$ cat src/rtl/ycbcr2rgb_pipe.sv
// YCbCr (BT.601 full range) to RGB converter, 3-stage valid/ready pipeline.
// Optional saturation counter enabled by defining YCBCR2RGB_SAT_CNT_EN.
module ycbcr2rgb_pipe (
  input  logic        clk,
  input  logic        rst,
  input  logic        in_valid,
  output logic        in_ready,
  input  logic [23:0] in_data,
  output logic        out_valid,
  input  logic        out_ready,
  output logic [23:0] out_data
`ifdef YCBCR2RGB_SAT_CNT_EN
  ,
  input  logic        sat_clr,
  output logic [15:0] sat_cnt
`endif
);
  localparam int AW = 25;
  localparam logic signed [AW-1:0] KR  = 25'sd11485;
  localparam logic signed [AW-1:0] KGB = 25'sd2819;
  localparam logic signed [AW-1:0] KGR = 25'sd5850;
  localparam logic signed [AW-1:0] KB  = 25'sd14516;

  logic                 adv;
  logic [2:0]           vld_pipe;
  logic signed [AW-1:0] cb_off, cr_off, y_sc;
  logic signed [AW-1:0] s1_y, s1_r, s1_gb, s1_gr, s1_b;
  logic signed [AW-1:0] s2_r, s2_g, s2_b;
  logic signed [AW-1:0] rnd_r, rnd_g, rnd_b;

  function automatic logic signed [AW-1:0] rnd13(input logic signed [AW-1:0] s);
    return (s + 25'sd4096) >>> 13;
  endfunction

  function automatic logic [7:0] clamp8(input logic signed [AW-1:0] v);
    if (v < 25'sd0)        return 8'd0;
    else if (v > 25'sd255) return 8'hFF;
    else                   return v[7:0];
  endfunction

  // Whole pipeline moves as one; a stalled output freezes every stage.
  assign adv       = !out_valid || out_ready;
  assign in_ready  = adv;
  assign out_valid = vld_pipe[2];

  assign cb_off = $signed({17'd0, in_data[15:8]}) - 25'sd128;
  assign cr_off = $signed({17'd0, in_data[23:16]}) - 25'sd128;
  assign y_sc   = $signed({4'd0, in_data[7:0], 13'd0});

  assign rnd_r = rnd13(s2_r);
  assign rnd_g = rnd13(s2_g);
  assign rnd_b = rnd13(s2_b);

  always_ff @(posedge clk or posedge rst) begin
    if (rst) begin
      vld_pipe <= '0;
      out_data <= '0;
      s1_y     <= '0;
      s1_r     <= '0;
      s1_gb    <= '0;
      s1_gr    <= '0;
      s1_b     <= '0;
      s2_r     <= '0;
      s2_g     <= '0;
      s2_b     <= '0;
    end else if (adv) begin
      vld_pipe <= {vld_pipe[1:0], in_valid};
      if (in_valid) begin
        s1_y  <= y_sc;
        s1_r  <= KR * cr_off;
        s1_gb <= KGB * cb_off;
        s1_gr <= KGR * cr_off;
        s1_b  <= KB * cb_off;
      end
      if (vld_pipe[0]) begin
        s2_r <= s1_y + s1_r;
        s2_g <= s1_y - s1_gb - s1_gr;
        s2_b <= s1_y + s1_b;
      end
      if (vld_pipe[1])
        out_data <= {clamp8(rnd_b), clamp8(rnd_g), clamp8(rnd_r)};
    end
  end

`ifdef YCBCR2RGB_SAT_CNT_EN
  logic s3_sat;
  logic sat_any;

  function automatic logic oor(input logic signed [AW-1:0] v);
    return (v < 25'sd0) || (v > 25'sd255);
  endfunction

  assign sat_any = oor(rnd_r) || oor(rnd_g) || oor(rnd_b);

  // s3_sat travels with out_data; the count uses the flag of the pixel leaving.
  always_ff @(posedge clk or posedge rst) begin
    if (rst) begin
      s3_sat  <= 1'b0;
      sat_cnt <= '0;
    end else begin
      if (adv && vld_pipe[1])
        s3_sat <= sat_any;
      if (sat_clr)
        sat_cnt <= '0;
      else if (out_valid && out_ready && s3_sat && sat_cnt != 16'hFFFF)
        sat_cnt <= sat_cnt + 16'd1;
    end
  end
`endif
endmodule

$ cat config.mk
export PLATFORM = sky130hd
export DESIGN_NAME = ycbcr2rgb_pipe
export DESIGN_NICKNAME = d
export VERILOG_FILES = /design/src/rtl/ycbcr2rgb_pipe.sv
export SDC_FILE = /design/constraint.sdc
export NUM_CORES = 1
export LEC_CHECK = 0
export CORE_MARGIN = 2
export CORE_UTILIZATION = 68
export CTS_CLUSTER_SIZE = 28
export DETAILED_ROUTE_END_ITERATION = 10
export PLACE_DENSITY = 0.87
export SYNTH_ARGS = -nofsm -noshare
export SYNTH_HDL_FRONTEND = slang
export SYNTH_SLANG_ARGS = --single-unit
$ cat constraint.sdc
create_clock -name clk -period 13.4 [get_ports clk]
set_input_delay 2.68 -clock clk [delete_from_list [all_inputs] [get_ports clk]]
set_output_delay 2.68 -clock clk [all_outputs]
set_load 0.02 [all_outputs]
==> flow_summary.json <==
{
  "vdd.ir_drop.worst_mv": 0.123,
  "cts.htree.levels": 4,
  "max_stage_delay_on_crit_path_ps": 750,
  "synth.net_count": 1957,
  "numPortBuffers": 53,
  "outcome": "finished, final reports clean",
  "multi_input_comb_area_mm2": 0.00987,
  "wl_met1_mm": 13.2,
  "grt_pass1_vias": 11400,
  "finish_stage_setup_viols": 0,
  "synth_edf_count": 0,
  "gp_routability_congestion": 0.927,
  "cts_root_buf": "clkbuf_16",
  "syn_to_final_growth_pct": 9.40,
  "maximum_number_of_pins_on_one_net_before_global_route_repair": 88,
  "route.detailed.wl_per_inst_um": 16.8,
  "tritoncts": "built",
  "io-pin-count": 54,
  "fill_cell_instance_count_of_the_final_layout": 1379,
  "global_route_wire_length_before_repair_mm": 53.1,
  "yosysWarnings": 0,
  "min-delay-path-class": "flip-flop to flip-flop",
  "clk_transition_reported_paths_ps": 60,
  "finalSetupTns_ps": 0,
  "synth_cell_types": 60,
  "final-max-slew-violation-count": 0,
  "post_drt_via_cell_ratio": 5.85,
  "met2_length_mm": 15.5,
  "synth_most_common_cell": "ha_1",
  "seq_area_mm2": 0.00355,
  "finish.net_count": 2000,
  "cts_setup_buffers": 0,
  "worstPathBufferInverterCount": 3,
  "seq_area_frac_synth_pct": 24.5,
  "chipWidth_um": 150,
  "dp_hpwl_mm": 24.5,
  "drt_pre_antenna_iters": 5,
  "rsz0062_at_grt": "false",
  "fin_total_pwr_mw": 3.34,
  "tightest_slew_ps": 1120,
  "core-area_mm2": 0.0210,
  "fin_crit_ps": 7990,
  "yosys_register_bits": 142,
  "post-route-drc-count": 0,
  "wirelength_mm": 31.5,
  "place.detailed.instances": 1845,
  "postSynth.asyncResetShare_pct": 100,
  "antenna_violations_before_repair": 0,
  "detailedRoute.firstIterationViolations": 603,
  "max_cap_violations": 0,
  "slew-limit-headroom_pct": 24.2,
  "max-clock-path-buffers": 2,
  "starting_density_of_the_core_pct": 69.2,
  "drive_gt1_share_pct": 3.81,
  "synth_top_area_cell": "dfrtp_1",
  "via_count": 11000,
  "worstPathArrival_ps": 8350,
  "worst-endpoint-required_ps": 13760,
  "dominantRegCellSynth": "dfrtp_1",
  "path_delay_family": "adder cells",
  "final_number_of_hold_violating_endpoints": 0,
  "synth_area_leaders": "dfrtp_1 (25%), ha_1 (24%), fa_1 (14%)",
  "gr-total-overflow": 0,
  "cpMaxStageDelayCell": "clkdlybuf4s50_1",
  "antenna-diode-count": 0,
  "post-route-period-util_pct": 59.7,
  "holdWs_ps": 469,
  "total_leakage_power_nw": 8.33,
  "met3_length_mm": 1.48,
  "cp-start-kind": "input pin",
  "rows": 53,
  "setup.worst_path.class": "input pin to flip-flop",
  "clk-insertion-delay-late_ps": 440,
  "power_per_cell_area_mw_per_mm2": 211,
  "number_of_sinks_driven_by_the_clock_tree": 142,
  "post_synthesis_mean_instance_area_um2": 9.38,
  "top_signal_layer_used": "met4",
  "mappedNetlistArea_mm2": 0.0145,
  "stdcell_count": 1877,
  "cp_cell_sequence": "clkdlybuf4s50_1 -> ha_1 -> fa_1 -> fa_1 -> inv_1 -> fa_1 -> fa_1 -> inv_1 -> ha_1 -> a21o_1 -> a21oi_1 -> o21bai_1 -> a2111o_1 -> a31oi_1 -> a2111oi_0 -> or3_1 -> a31oi_1",
  "timing.critical_path.mode_cell": "fa_1",
  "syn_inst": 1546,
  "worstSetupEndpointType": "flip-flop",
  "fp.dieH_um": 150,
  "netlist.area_leader.share_pct": 24.5,
  "timing.clock.skew_ps": 10.1,
  "ctsResizeCount": 0,
  "die_area_mm2": 0.0225,
  "max_freq_mhz": 125,
  "synth_common_cells": "ha_1 (281), inv_1 (256), nand2_1 (167), dfrtp_1 (142), fa_1 (102)",
  "hold_bufs_inserted_after_cts": 0,
  "grt_usage_pct": 29.7,
  "critical_path_peak_fanout": 6,
  "detail-route-antenna-nets": 0,
  "cts-buffers-inserted": 17
}
power by group:
part	leakage (nW)	switching, mW	internal (mW)
combinational	6.32	1.19	0.919
sequential	1.74	0.155	0.621
clock	0.270	0.207	0.248
total	8.33	1.55	1.79
flip-flops by register name, summed over array words and instances, names as in the netlist:
signal,count
out_data,24
s1_gb,22
s1_gr,18
s1_r,16
s2_b,13
s2_g,13
s2_r,13
s1_b,12
s1_y,8
vld_pipe,3
layout make-up:
class | instances | share of cell area (%)
inverters | 256 | 6.09
flip-flops and latches | 142 | 22.4
repair buffers | 58 | 3.58
clock buffers | 18 | 2.77
clock inverters | 14 | 0.773
well taps | 275 | 2.17
multi-input cells | 1114 | 62.2
logic make-up (layout without fill, tap and decap cells):
kind of cell | count (synthesis) | count (layout) | synth area share [%]
adder cells (fa/ha/maj) | 383 | 383 | 38.3
AO/OA/AOI/OAI | 299 | 299 | 13.3
XOR/XNOR | 86 | 86 | 5.19
flip-flops | 142 | 142 | 24.5
buffers and inverters | 290 | 346 | 7.51
multiplexers | 7 | 7 | 0.518
AND/OR/NAND/NOR | 339 | 339 | 10.7
worst min-delay path, stage by stage (launching register included):
cell and delay, ps:
dfrtp_1 340, inv_1 50, nand2_1 50
cell usage in the layout (no fill, tap or decap), types with 4 or more instances in the layout:
master,netlist,final
o21ai_1,4,4
o21ai_0,99,99
a31o_2,4,4
inv_1,256,255
xnor2_1,42,42
o21a_1,11,11
nor2_1,49,49
a21o_1,41,41
dfrtp_1,142,142
and3_1,19,19
ha_1,281,281
inv_6,0,5
clkbuf_16,0,17
buf_4,0,5
o31ai_1,15,15
a211o_1,4,4
nor2b_1,7,7
fa_1,102,102
nor3_1,20,20
clkdlybuf4s50_1,0,53
nand3_1,35,35
or3_1,7,7
and2_1,8,7
a31oi_1,6,6
or2_2,7,7
o2111ai_1,4,4
a21oi_1,46,46
a21boi_0,7,7
o21bai_1,7,7
nand4b_1,4,4
a211oi_1,25,25
mux2_2,4,4
nand2_1,167,165
xor2_1,44,44
stage by stage:
stage | cell area, um2 | setup WS, ps | utilization [%]
2_1_floorplan | 14500 | 6150 | -
3_3_place_gp | 15300 | 5260 | 73.0
3_5_place_dp | 15300 | 5090 | 73.0
4_1_cts | 15900 | 5480 | 75.7
5_1_grt | 15900 | 5080 | 75.7
6_report | 15900 | 5410 | 75.7
per-layer routing:
layer | global-route usage, % | vias up
met2 | 52.1 | 297
li1 | - | 5286
met1 | 36.2 | 5303
met4 | 13.9 | 0
met3 | 4.21 | 100
met5 | 0 | -
final timing paths:
check                                   startpoint                  endpoint  slack (ps)  cells past startpoint
setup / recovery                       in_data[21]     s1_gr[21]$_DFFE_PP0P_        5410                     17
hold / removal             vld_pipe[1]$_DFFE_PP0N_   vld_pipe[2]$_DFFE_PP0N_         470                      2
setup reg to reg              s1_gb[9]$_DFFE_PP0P_      s2_g[20]$_DFFE_PP0P_       10210                     11
hold reg to reg            vld_pipe[1]$_DFFE_PP0N_   vld_pipe[2]$_DFFE_PP0N_         470                      2
max in group asynchronous                      rst     s1_gb[10]$_DFFE_PP0P_        9410                      3
min in group asynchronous                      rst  out_data[20]$_DFFE_PP0P_        2770                      2
(Power assumes the default switching activity.)
